$ cat src/rtl/inst_data_arbiter_pkg.sv
// inst_data_arbiter_pkg: shared arbiter state encoding, stall values and counter width
package inst_data_arbiter_pkg;
  typedef enum logic [1:0] {
    IDLE  = 2'd0,
    IBUSY = 2'd1,
    DBUSY = 2'd2,
    DONE  = 2'd3
  } arb_state_e;
  localparam logic STOP    = 1'b1;
  localparam logic NO_STOP = 1'b0;
  localparam int   CNT_W   = 8;
endpackage

$ cat src/rtl/inst_data_arbiter_timeout_cnt.sv
// bus_timeout_cnt: counts bus cycles of the current transaction and flags the last allowed one
module bus_timeout_cnt
  import inst_data_arbiter_pkg::*;
#(
  parameter int TIMEOUT = 255
) (
  input  logic clk,
  input  logic rst,
  input  logic clr,
  input  logic en,
  output logic hit
);
  logic [CNT_W-1:0] cnt;
  // cleared on every grant, advances once per busy cycle
  always_ff @(posedge clk or negedge rst)
    if (!rst) cnt <= '0;
    else if (clr) cnt <= '0;
    else if (en) cnt <= cnt + CNT_W'(1);
  assign hit = en && (cnt == CNT_W'(TIMEOUT - 1));
endmodule

$ cat src/rtl/inst_data_arbiter.sv
// inst_data_arbiter: shares one memory bus between fetch and data ports, data first
module inst_data_arbiter
  import inst_data_arbiter_pkg::*;
#(
  parameter int ADDR_W  = 32,
  parameter int DATA_W  = 32,
  parameter int TIMEOUT = 255
) (
  input  logic                clk,
  input  logic                rst,
  input  logic                if_req_i,
  input  logic [ADDR_W-1:0]   if_addr_i,
  input  logic                if_flush_i,
  output logic [DATA_W-1:0]   if_data_o,
  output logic                if_ack_o,
  input  logic                mem_req_i,
  input  logic                mem_we_i,
  input  logic [DATA_W/8-1:0] mem_sel_i,
  input  logic [ADDR_W-1:0]   mem_addr_i,
  input  logic [DATA_W-1:0]   mem_wdata_i,
  output logic [DATA_W-1:0]   mem_rdata_o,
  output logic                mem_ack_o,
  output logic                mem_err_o,
  output logic                bus_ce_o,
  output logic                bus_we_o,
  output logic [DATA_W/8-1:0] bus_sel_o,
  output logic [ADDR_W-1:0]   bus_addr_o,
  output logic [DATA_W-1:0]   bus_wdata_o,
  input  logic [DATA_W-1:0]   bus_rdata_i,
  input  logic                bus_ack_i,
  output logic                stallreq_if_o,
  output logic                stallreq_mem_o
);
  arb_state_e state, state_d;
  logic grant_d, grant_i, busy, fin, hit, discard;
  assign busy = (state == IBUSY) || (state == DBUSY);
  bus_timeout_cnt #(.TIMEOUT(TIMEOUT)) u_cnt (
    .clk (clk),
    .rst (rst),
    .clr (grant_d || grant_i),
    .en  (busy),
    .hit (hit)
  );
  // state register
  always_ff @(posedge clk or negedge rst)
    if (!rst) state <= IDLE;
    else state <= state_d;
  // grant decision and transaction end; DONE always falls back to IDLE
  always_comb begin
    grant_d = (state == IDLE) && mem_req_i;
    grant_i = (state == IDLE) && !mem_req_i && if_req_i && !if_flush_i;
    fin     = busy && (bus_ack_i || hit);
    state_d = grant_d ? DBUSY :
              grant_i ? IBUSY :
              fin     ? DONE  :
              (state == DONE) ? IDLE : state;
  end
  // bus drive, port responses and fetch discard flag
  always_ff @(posedge clk or negedge rst)
    if (!rst) begin
      bus_ce_o    <= 1'b0;
      bus_we_o    <= 1'b0;
      bus_sel_o   <= '0;
      bus_addr_o  <= '0;
      bus_wdata_o <= '0;
      if_data_o   <= '0;
      if_ack_o    <= 1'b0;
      mem_rdata_o <= '0;
      mem_ack_o   <= 1'b0;
      mem_err_o   <= 1'b0;
      discard     <= 1'b0;
    end else begin
      if_ack_o  <= 1'b0;
      mem_ack_o <= 1'b0;
      mem_err_o <= 1'b0;
      if (grant_d || grant_i) begin
        bus_ce_o    <= 1'b1;
        bus_we_o    <= grant_d && mem_we_i;
        bus_sel_o   <= grant_d ? mem_sel_i : '1;
        bus_addr_o  <= grant_d ? mem_addr_i : if_addr_i;
        bus_wdata_o <= grant_d ? mem_wdata_i : '0;
        discard     <= 1'b0;
      end
      if (state == IBUSY && if_flush_i) discard <= 1'b1;
      if (fin) begin
        bus_ce_o <= 1'b0;
        if (state == DBUSY) begin
          mem_ack_o   <= 1'b1;
          mem_err_o   <= !bus_ack_i;
          mem_rdata_o <= (bus_ack_i && !bus_we_o) ? bus_rdata_i : '0;
        end else if (!(discard || if_flush_i)) begin
          if_ack_o  <= 1'b1;
          if_data_o <= bus_ack_i ? bus_rdata_i : '0;
        end
      end
    end
  assign stallreq_if_o  = (if_req_i && !if_ack_o && !if_flush_i) ? STOP : NO_STOP;
  assign stallreq_mem_o = (mem_req_i && !mem_ack_o) ? STOP : NO_STOP;
endmodule

$ cat config.mk
export PLATFORM = sky130hd
export DESIGN_NAME = inst_data_arbiter
export DESIGN_NICKNAME = d
export VERILOG_FILES = /design/src/rtl/inst_data_arbiter_pkg.sv /design/src/rtl/inst_data_arbiter_timeout_cnt.sv /design/src/rtl/inst_data_arbiter.sv
export SDC_FILE = /design/constraint.sdc
export NUM_CORES = 1
export LEC_CHECK = 0
export CORE_ASPECT_RATIO = 2
export CORE_UTILIZATION = 46
export CTS_CLUSTER_DIAMETER = 30
export CTS_CLUSTER_SIZE = 24
export DETAILED_ROUTE_END_ITERATION = 10
export HOLD_SLACK_MARGIN = 0.05
export PLACE_DENSITY_LB_ADDON = 0.12
export SETUP_SLACK_MARGIN = 0.5
export SKIP_LAST_GASP = 1
export SYNTH_ARGS = -nofsm -noshare
export SYNTH_HDL_FRONTEND = slang
export SYNTH_HIERARCHICAL = 1
export SYNTH_SLANG_ARGS = --single-unit
$ cat constraint.sdc
create_clock -name clk -period 6.8 [get_ports clk]
set_input_delay 1.02 -clock clk [delete_from_list [all_inputs] [get_ports clk]]
set_output_delay 1.02 -clock clk [all_outputs]
set_load 0.05 [all_outputs]
==> results.md <==
- Outcome: finished clean
- Number of H-tree levels: 4
- # IOs: 278
- Hold path endpoint: mem_rdata_o[20]$_DFFE_PN0P_
- Residual overflow from global routing: 0
- Number of clock buffers inserted by TritonCTS: 17
- Reg2Reg Depth: 7
- Die Y: 169 um
- Sw Ratio: 47.7%
- Period utilization: 54.1%
- Distinct cell type count of the synthesized netlist: 31
- Hold Fails Final Rpt: 0
- Required time at the worst-slack endpoint: 5.78 ns
- Leading cell types by total area after synthesis: sky130_fd_sc_hd__dfrtp_1 (57%), sky130_fd_sc_hd__mux2_2 (11%), sky130_fd_sc_hd__nand2_1 (9.8%)
- Yosys top cell area share: 57.5%
- DRC violation count after routing: 0
- Half-perimeter wire length of the detailed placement result: 13300 um
- Post-Synth XOR/XNOR Area: 0.544%
- Portion of total power attributed to the clock network: 16.7%
- Multiplexer share of the synthesized area: 16.2%
- Final clock skew: 0.0107 ns
- Detailed-route via count: 5337
- Sequential cell area fraction in the yosys report: 57.5%
- Beginning of the worst register-to-register path: state[0]$_DFFE_PN0P_
- Share of the synthesized area in compound gates (AO/OA/AOI/OAI): 4.16%
- Iteration-0 DRC count of the detailed router: 237
- Final estimated routing congestion in global placement: 0.762
- Area grow syn2layout: 53.5%
- Remaining antenna violation count: 0
- Internal power: 2.84 mW
- Clock-pin transition on the worst setup and hold timing paths: 0.06 ns
- Final total negative setup slack: 0 ns
- Area of the die: 0.0145 sq mm
- Portion of total power attributed to sequential cells: 27.9%
- Area of the core region: 0.0136 sq mm
- Cell count of the worst hold path: 2
- Pin count of the biggest net entering global routing: 84
- Post-synthesis share of cell area spent on full adders, half adders and majority gates: 1.17%
- Capture instance of the worst register-to-register path: if_data_o[20]$_DFFE_PN0P_
- Flop2flop setup slack: 3.86 ns
- Setup repair after global routing missed its margin: no
- Clock root cell: sky130_fd_sc_hd__clkbuf_16
- Type of the setup path with the least slack: in -> out
- Antenna violations before repair: 0
- TritonCTS sink count: 148
- Number of register bits inferred by synthesis: 148
- Power Density: 549 mW/mm^2
- Combinational family with the most area after synthesis: multiplexers
- Relative contribution of combinational cells to total power: 55.4%
- Nets: 1022
- Total power draw: 5.43 mW
- PnR worst setup slack: 3.12 ns
- Input/output buffers: 277
- Net Sw Power: 2.59 mW
- Yosys Warn Count: 6
- Cells after synthesis: 614
- Worst slew slack as a fraction of its limit: 12.5%
- Fin crit period: 3.68 ns
- Max-slew violation count: 0
- DR pass1 iterations: 4
- Hold path startpoint: mem_rdata_o[20]$_DFFE_PN0P_
- Number of filler instances in the final layout: 1008
- Startpoint types: primary input
- Pre-CTS setup slack: 3.12 ns
- GRT Util Overall: 25.6%
- TritonCTS clock tree: yes
- Maximum vdd drop: 0.336 mV
- Hold-fix buffer count after cts: 0
- Leakage power: 4.60 nW
- Post-DR wirelength/cell: 16.9 um
- Final cell utilization of the core: 72.8%
- Mean instance size in the synthesized netlist: 10.5 sq um
- Count of maximum capacitance violations: 0
- Post-synth design cell area: 0.00644 sq mm
- Synthesized net count: 759
- Number of global-route vias before repair: 5625
- Worst slew pin tran: 1.31 ns
- Via count normalized by instance count: 4.96
- Critical path fanouts, max: 4
- Endpoints failing setup: 0
- Maximum operating frequency: 0.272 GHz
- CTS max path bufs: 2
- Share of cells above drive strength 1: 12.1%
- Commonest non-fill, non-tap cell in the layout: sky130_fd_sc_hd__clkdlybuf4s50_1
- Critical Path End Type: primary output
- Total Routed Length: 18200 um
- Count of standard-cell rows: 60
- Post-CTS setup buffers: 0
- Most frequent cells in the layout: sky130_fd_sc_hd__clkdlybuf4s50_1 (276), sky130_fd_sc_hd__nand2_1 (167), sky130_fd_sc_hd__dfrtp_1 (148)
- Count of placed standard cells in the final layout, fillers left out: 1076
- Basic-gate share of the synthesized area counting and, or, nand and nor cells: 15.1%
- Clock latency of the later-clocked register in the worst-skew pair: 0.41 ns
- Post-CTS Resized: 0
- Chip Width: 85.7 um
- Dominant cell type by area after synthesis: sky130_fd_sc_hd__dfrtp_1
- Global-route wire length before repair: 28500 um
- Cell count after placement: 1044
- Worst EP arrival: 2.66 ns
- Starting density of the core: 47.4%
- Hold Path Class: reg -> reg
- Diodes inserted: 0
power groups by stage:
| stage | logic (mW) | registers [mW] | clock network (mW) |
|---|---|---|---|
| CTS | 3.03 | 1.52 | 0.927 |
| finish | 3.01 | 1.52 | 0.906 |
| global route | 3.16 | 1.56 | 0.960 |
| global placement | 2.97 | 1.50 | 0 |
| floorplan | 0.672 | 2.80 | 0 |
| detailed placement | 3.02 | 1.53 | 0 |
worst max-delay path, stage by stage:
cell	delay, ns
sky130_fd_sc_hd__clkdlybuf4s50_1	0.49
sky130_fd_sc_hd__nor2b_1	0.19
sky130_fd_sc_hd__nor2b_1	0.15
sky130_fd_sc_hd__clkdlybuf4s50_1	0.80
routing by layer:
metal  track usage [%]  share of wire, %
met4              11.2               3.6
met5                 0                 0
met3              7.20               6.7
met1              28.2                38
met2              45.3                52
logic make-up after synthesis:
| logic type | Yosys count |
|---|---|
| AO/OA/AOI/OAI | 50 |
| buffers and inverters | 78 |
| XOR/XNOR | 4 |
| AND/OR/NAND/NOR | 232 |
| flip-flops | 148 |
| adder cells (fa/ha/maj) | 6 |
| multiplexers | 96 |
Yosys cell counts (all sizes together):
library cell and instances:
o211ai 1, a21oi 6, or4 1, nand4 4
ha 6, mux2i 32, o21ai 38, and2 1
a211oi 1, nand2b 1, o21a 2, xor2 3
nand4bb 1, clkbuf 21, inv 38, dfrtp 148
xnor2 1, nor2 13, buf 19, nand3 36
mux2 64, nor2b 4, nand2 168, a31oi 1
a21o 1, or3 3
state kept, by name (all words and copies together), names as in the netlist:
register     cells
bus_addr_o      32
bus_ce_o         1
bus_sel_o        4
bus_wdata_o     32
bus_we_o         1
discard          1
if_ack_o         1
if_data_o       32
mem_ack_o        1
mem_err_o        1
mem_rdata_o     32
state            2
u_cnt/cnt        8
worst max path at each step:
stage,start,endpoint,slack [ns],cells past startpoint
after floorplan,if_req_i,stallreq_if_o,3.90,2
after global placement,if_flush_i,stallreq_if_o,3.14,4
after detailed placement,if_flush_i,stallreq_if_o,3.12,4
after CTS,if_flush_i,stallreq_if_o,3.12,4
after global routing,if_flush_i,stallreq_if_o,3.01,4
final,if_flush_i,stallreq_if_o,3.12,4
area by class of cell:
cell class | instances | area (sq um) | area share (%)
Clock buffer | 20 | 457 | 4.62
Clock inverter | 12 | 124 | 1.25
Inverter | 38 | 143 | 1.44
Multi-Input combinational cell | 388 | 2400 | 24.3
Sequential cell | 148 | 3700 | 37.5
Tap cell | 186 | 233 | 2.35
Timing Repair Buffer | 284 | 2830 | 28.6
stage by stage:
step                      instance area, sq um  hold slack [ns]
after floorplan                           6440            0.506
after global placement                    9310            0.464
after detailed placement                  9310            0.473
after CTS                                 9890            0.488
after global routing                      9890            0.507
final                                     9890            0.481
(Power assumes the default switching activity.)
